==> config.mk <==
export PLATFORM = sky130hd
export DESIGN_NAME = eae_seq
export DESIGN_NICKNAME = d
export VERILOG_FILES = /design/src/rtl/eae_seq_pkg.sv /design/src/rtl/eae_seq_datapath.sv /design/src/rtl/eae_seq.sv
export SDC_FILE = /design/constraint.sdc
export NUM_CORES = 1
export LEC_CHECK = 0
export ABC_CLOCK_PERIOD_IN_PS = 5400
export CAP_MARGIN = 20
export CORE_ASPECT_RATIO = 0.5
export CORE_UTILIZATION = 45
export DETAILED_ROUTE_END_ITERATION = 12
export PLACE_DENSITY = 0.71
export SETUP_SLACK_MARGIN = 0.4
export SLEW_MARGIN = 10
export SYNTH_ARGS = -nofsm -noshare
export SYNTH_HDL_FRONTEND = slang
export SYNTH_SLANG_ARGS = --single-unit
==> constraint.sdc <==
create_clock -name clock -period 5.4 [get_ports clock]
set_input_delay 0.81 -clock clock [delete_from_list [all_inputs] [get_ports clock]]
set_output_delay 0.81 -clock clock [all_outputs]
set_load 0.02 [all_outputs]
==> src/rtl/eae_seq_pkg.sv <==
// eae_seq_pkg: opcodes, sequencer states and default widths shared by the EAE sequencer.
package eae_seq_pkg;
    localparam int DEF_WORD_W = 12;
    localparam int DEF_SC_W   = 5;
    typedef enum logic [2:0] {
        OP_NOP = 3'd0,
        OP_MUY = 3'd1,
        OP_DVI = 3'd2,
        OP_SHL = 3'd3,
        OP_ASR = 3'd4,
        OP_LSR = 3'd5,
        OP_NMI = 3'd6,
        OP_RSV = 3'd7
    } eae_op_t;
    typedef enum logic [1:0] {
        ST_IDLE = 2'd0,
        ST_RUN  = 2'd1,
        ST_DONE = 2'd2
    } eae_state_t;
endpackage

==> src/rtl/eae_seq_datapath.sv <==
// eae_datapath: AC/MQ/link registers and the one-bit-per-cycle step logic
// (shift-add multiply, restoring divide, shifts, normalize).
module eae_datapath
    import eae_seq_pkg::*;
#(
    parameter int WORD_W = DEF_WORD_W
) (
    input  logic              clock,
    input  logic              resetN,
    input  logic              i_load,
    input  logic              i_step,
    input  logic [2:0]        i_ld_op,
    input  logic [2:0]        i_run_op,
    input  logic [WORD_W-1:0] i_ac,
    input  logic [WORD_W-1:0] i_mq,
    input  logic [WORD_W-1:0] i_operand,
    output logic [WORD_W-1:0] o_ac,
    output logic [WORD_W-1:0] o_mq,
    output logic              o_link,
    output logic              o_ovf,
    output logic              o_norm_in,
    output logic              o_norm_next
);
    logic [WORD_W-1:0] r_ac, r_mq, r_d;
    logic              r_link;
    logic [WORD_W:0]   w_sum, w_rem, w_diff;
    logic              w_ge, w_link;
    logic [WORD_W-1:0] w_ac, w_mq;

    // 100...0 already has msb != msb-1, so it needs no separate test
    function automatic logic is_norm(input logic [2*WORD_W-1:0] v);
        return (v[2*WORD_W-1] != v[2*WORD_W-2]) || (v == '0);
    endfunction

    always_comb begin
        w_sum  = {1'b0, r_ac} + {1'b0, (r_mq[0] ? r_d : {WORD_W{1'b0}})};
        w_rem  = {r_ac, r_mq[WORD_W-1]};
        w_diff = w_rem - {1'b0, r_d};
        w_ge   = w_rem >= {1'b0, r_d};
        w_ac   = r_ac;
        w_mq   = r_mq;
        w_link = r_link;
        case (i_run_op)
            OP_MUY: {w_ac, w_mq} = {w_sum, r_mq[WORD_W-1:1]};
            OP_DVI: begin
                w_ac = w_ge ? w_diff[WORD_W-1:0] : w_rem[WORD_W-1:0];
                w_mq = {r_mq[WORD_W-2:0], w_ge};
            end
            OP_SHL: {w_link, w_ac, w_mq} = {r_ac, r_mq, 1'b0};
            OP_ASR: {w_ac, w_mq, w_link} = {r_ac[WORD_W-1], r_ac, r_mq};
            OP_LSR: {w_ac, w_mq, w_link} = {1'b0, r_ac, r_mq};
            OP_NMI: {w_ac, w_mq} = {r_ac[WORD_W-2:0], r_mq, 1'b0};
            default: ;
        endcase
    end

    assign o_ovf       = i_ac >= i_operand;
    assign o_norm_in   = is_norm({i_ac, i_mq});
    assign o_norm_next = is_norm({w_ac, w_mq});
    assign o_ac        = r_ac;
    assign o_mq        = r_mq;
    assign o_link      = r_link;

    always_ff @(posedge clock or negedge resetN) begin
        if (!resetN) begin
            r_ac   <= '0;
            r_mq   <= '0;
            r_d    <= '0;
            r_link <= 1'b0;
        end else if (i_load) begin
            r_ac   <= i_ac;
            r_mq   <= i_mq;
            r_d    <= i_operand;
            r_link <= (i_ld_op == OP_DVI) && o_ovf;
        end else if (i_step) begin
            r_ac   <= w_ac;
            r_mq   <= w_mq;
            r_link <= w_link;
        end
    end
endmodule

==> src/rtl/eae_seq.sv <==
// eae_seq: EAE sequencer FSM and step counter around eae_datapath,
// with a start/busy/done handshake toward the instruction decoder.
module eae_seq
    import eae_seq_pkg::*;
#(
    parameter int WORD_W = DEF_WORD_W,
    parameter int SC_W   = DEF_SC_W
) (
    input  logic              clock,
    input  logic              resetN,
    input  logic              start,
    input  logic [2:0]        op,
    input  logic [WORD_W-1:0] ac_in,
    input  logic [WORD_W-1:0] mq_in,
    input  logic [WORD_W-1:0] operand,
    output logic              busy,
    output logic              done,
    output logic [WORD_W-1:0] ac_out,
    output logic [WORD_W-1:0] mq_out,
    output logic              link_out,
    output logic [SC_W-1:0]   sc_out
);
    localparam logic [SC_W:0] CNT_ONE  = {{SC_W{1'b0}}, 1'b1};
    localparam logic [SC_W:0] CNT_WORD = (SC_W+1)'(WORD_W);

    eae_state_t      r_state;
    logic [2:0]      r_op;
    logic [SC_W:0]   r_cnt, w_n;
    logic [SC_W-1:0] r_sc;
    logic            w_load, w_step, w_last, w_ovf, w_norm_in, w_norm_next;

    // NMI has no precomputed count: it runs until the next value is normalized
    always_comb begin
        w_load = (r_state == ST_IDLE) && start;
        w_step = r_state == ST_RUN;
        w_last = (r_op == OP_NMI) ? w_norm_next : (r_cnt == CNT_ONE);
        w_n    = '0;
        case (op)
            OP_MUY:                 w_n = CNT_WORD;
            OP_DVI:                 w_n = w_ovf ? '0 : CNT_WORD;
            OP_SHL, OP_ASR, OP_LSR: w_n = {1'b0, operand[SC_W-1:0]} + CNT_ONE;
            OP_NMI:                 w_n = w_norm_in ? '0 : CNT_ONE;
            default: ;
        endcase
    end

    always_ff @(posedge clock or negedge resetN) begin
        if (!resetN) begin
            r_state <= ST_IDLE;
            r_op    <= '0;
            r_cnt   <= '0;
            r_sc    <= '0;
        end else begin
            case (r_state)
                ST_IDLE: if (start) begin
                    r_state <= (w_n == '0) ? ST_DONE : ST_RUN;
                    r_op    <= op;
                    r_cnt   <= w_n;
                    r_sc    <= '0;
                end
                ST_RUN: begin
                    r_cnt <= r_cnt - CNT_ONE;
                    r_sc  <= (r_op == OP_NMI) ? r_sc + CNT_ONE[SC_W-1:0] : r_sc;
                    if (w_last) r_state <= ST_DONE;
                end
                default: r_state <= ST_IDLE;
            endcase
        end
    end

    assign busy   = r_state != ST_IDLE;
    assign done   = r_state == ST_DONE;
    assign sc_out = r_sc;

    eae_datapath #(.WORD_W(WORD_W)) u_dp (
        .clock      (clock),
        .resetN     (resetN),
        .i_load     (w_load),
        .i_step     (w_step),
        .i_ld_op    (op),
        .i_run_op   (r_op),
        .i_ac       (ac_in),
        .i_mq       (mq_in),
        .i_operand  (operand),
        .o_ac       (ac_out),
        .o_mq       (mq_out),
        .o_link     (link_out),
        .o_ovf      (w_ovf),
        .o_norm_in  (w_norm_in),
        .o_norm_next(w_norm_next)
    );
endmodule

==> impl_metrics.csv <==
group,metric,value,unit
synth,avgSynthCellArea,7.74,um^2
timing,tightestPinTransition,980,ps
global_routing,grt_max_degree,54,
critical_path,worstPathArrival,4850,ps
die,num_rows,27,
global_routing,grt_pass1_vias,5116,
detailed_routing,vias,5789,
global_routing,antenna_found_initial,0,
global_routing,grt.total_usage,0.304,
status,status,"finished clean",
detailed_routing,wl_per_cell,20.1,um
clock_tree,clkSinkCount,53,
final_layout,drive_gt1_frac,0.0604,
synth,ys_top_cells_by_area,"dfrtp_1 25%, ha_1 9.7%, a21oi_1 5.3%",
placed_design,gp_congestion,0.965,
die,initial_utilization,0.476,
placed_design,port_buffers,73,
timing,report.final.slew_viol_count,0,
clock_tree,numCtsBuffers,5,
die,die_h,79.5,um
clock_tree,cts_tree,"built",
timing,hold_violations,0,
detailed_routing,remaining_drc_errors,0,
final_layout,stdcell_area,6480,um^2
synth,synth_top_cell_by_area,"dfrtp_1",
power,p_leak,2.74,nW
power,total_power,4.61,mW
final_layout,layout.filler_cells,1079,
timing,setup_tns,0,ps
final_layout,syn_to_final_growth,20.0,%
synth,yosysUniqueCellTypes,70,
placed_design,dp_cells,905,
synth,synth_top_area_frac,0.245,
critical_path,start_kind,"flop",
detailed_routing,avgViaCountPerCell,6.29,
final_layout,layout.nets,846,
flow_run,cap_violations,0,
global_routing,use_met1,0.454,
clock_tree,postCtsHoldBufs,0,
detailed_routing,first_pass_iters,5,
power,cellPowerDensity,711,nW/um^2
timing,period_share,0.865,
critical_path,critPathKind,"reg -> reg",
timing,rsz0062_at_grt,"false",
global_routing,grt_pass1_wl,28900,um
synth,yosysMostFrequentCell,"nor2_1",
timing,relSlewSlack,0.344,
clock_tree,clkTransAtPathRegs,80,ps
die,core_area,11400,um^2
timing,fin_crit,4670,ps
global_routing,grt.met3_usage,0.0619,
placed_design,place_area,6280,um^2
synth,async_flop_share,1.00,
detailed_routing,ant_nets,0,
synth,synth_area,5400,um^2
detailed_routing,first_iter_violations,700,
global_routing,use_met2,0.444,
clock_tree,clockBufferDepth,2,
global_routing,grt_overflow,0,
global_routing,grt-busiest-layer,"met1",
placed_design,dp_hpwl,13800,um
die,io_pins,74,
final_layout,instances_no_fill,920,
clock_tree,root_buffer,"clkbuf_16",
synth,synth_seq_area_share,0.245,
synth,syn_inst,698,
synth,syn_nets,784,
final_layout,multi_input_area,3750,um^2
final_layout,n_antenna_cell,0,
clock_tree,clock_latency,310,ps
timing,fmax,214,MHz
synth,synth_commonest_cells,"71 x nor2_1, 70 x nand2_1, 57 x a21oi_1",
synth,ys_warn_count,0,
critical_path,endpoint_kind,"flop",
clock_tree,cts-htree-levels,2,
power,peakVddDrop,0.000274,V
critical_path,worstPathRequired,5580,ps
critical_path,crit_fanout,5,
timing,skew,8.97,ps
synth,synth_edf_count,0,
final_layout,seq_area,1330,um^2
min_path,min_path_type,"reg -> reg",
die,die_x,157,um
synth,synthFlopType,"dfrtp_1",
synth,ys_ff_latch,53,
die,dieArea,12500,um^2
detailed_routing,routed_wl,18500,um
timing,final-setup-viol-count,0,
final timing paths:
check	slack, ps	end	from	cells past startpoint
setup reg to reg	730	r_state[0]	u_dp.o_mq[0]	21
hold reg to reg	490	u_dp.r_d[4]	u_dp.r_d[4]	2
setup / recovery	730	r_state[0]	u_dp.o_mq[0]	21
max in group asynchronous	4270	u_dp.o_mq[0]	resetN	2
min in group asynchronous	600	u_dp.o_mq[6]	resetN	2
hold / removal	490	u_dp.r_d[4]	u_dp.r_d[4]	2
flip-flops by register name, indices dropped and copies added (netlist names):
| signal | count |
|---|---|
| u_dp.o_link | 1 |
| r_op | 3 |
| u_dp.o_mq | 12 |
| sc_out | 5 |
| r_cnt | 6 |
| u_dp.o_ac | 12 |
| r_state | 2 |
| u_dp.r_d | 12 |
kinds of logic after synthesis:
logic type               synth area share
adder cells (fa/ha/maj)             0.107
XOR/XNOR                           0.0340
flip-flops                          0.245
AND/OR/NAND/NOR                     0.204
AO/OA/AOI/OAI                       0.291
multiplexers                       0.0595
buffers and inverters              0.0602
worst max-delay path, cell delays in order (launching register included):
cell	delay [ps]
dfrtp_2	390
clkinvlp_4	170
nor2_1	130
ha_1	290
a21o_1	250
or4_1	430
o221ai_1	250
a21boi_0	150
o21ai_0	220
a21oi_1	100
a31oi_1	200
nand2_1	80
o21ai_0	100
ha_1	210
o21ai_0	90
a221oi_1	270
nand4b_1	130
or3_1	360
a2111oi_2	200
and4bb_1	210
and4bb_1	230
a31oi_1	90
cell usage in the layout (no fill, tap or decap), types with 5 or more instances in the layout:
| cell type | netlist | routed |
|---|---|---|
| nand2_1 | 70 | 70 |
| mux2i_1 | 13 | 13 |
| o21ai_0 | 49 | 49 |
| a21o_1 | 10 | 10 |
| mux4_2 | 8 | 8 |
| a22oi_1 | 13 | 13 |
| o22ai_1 | 19 | 19 |
| ha_1 | 42 | 42 |
| nor3_1 | 10 | 10 |
| clkdlybuf4s50_1 | 0 | 72 |
| o21a_1 | 7 | 7 |
| a211oi_1 | 9 | 9 |
| inv_1 | 47 | 46 |
| nand3_1 | 10 | 10 |
| nor4_1 | 6 | 6 |
| nand4_1 | 6 | 6 |
| nor2_1 | 71 | 71 |
| buf_4 | 0 | 18 |
| o211ai_1 | 9 | 9 |
| nand2b_1 | 14 | 14 |
| clkbuf_16 | 0 | 5 |
| o22a_1 | 6 | 6 |
| a21oi_1 | 57 | 57 |
| dfrtp_1 | 53 | 52 |
| xor2_1 | 12 | 12 |
| xnor2_1 | 9 | 9 |
| a31oi_1 | 9 | 9 |
| nor2b_1 | 13 | 13 |
power by group:
group          internal [mW]  switching (mW)  total, mW
logic                   1.39            1.95       3.34
registers              0.577           0.347      0.924
clock network          0.175           0.168      0.343
per-layer routing:
metal / part of all wire / vias up / wire length [um]
met5: 0 / - / 0
met4: 0.013 / 0 / 237
met3: 0.10 / 22 / 1900
met2: 0.42 / 305 / 7740
met1: 0.47 / 2763 / 8610
li1: - / 2699 / -
per-stage QoR:
step / setup WS (ps) / util / hold WS, ps
2_1_floorplan: 1030 / - / 447
3_3_place_gp: 640 / 0.553 / 465
3_5_place_dp: 477 / 0.553 / 478
4_1_cts: 440 / 0.566 / 491
5_1_grt: 459 / 0.571 / 516
6_report: 730 / 0.571 / 488
repair_timing:
item                                    4_1_cts  5_1_grt
resized for setup                             0        2
setup buffers                                 0        6
endpoints found under the setup margin        0        2
final cells by class:
type                            instances  share of cell area
Clock buffer                            5              0.0193
Clock inverter                          3             0.00386
Inverter                               49              0.0290
Multi-Input combinational cell        559               0.579
Sequential cell                        53               0.205
Tap cell                              159              0.0307
Timing Repair Buffer                   91               0.133
Timing Repair inverter                  1            0.000772
Power figures use the tool's default switching activity.
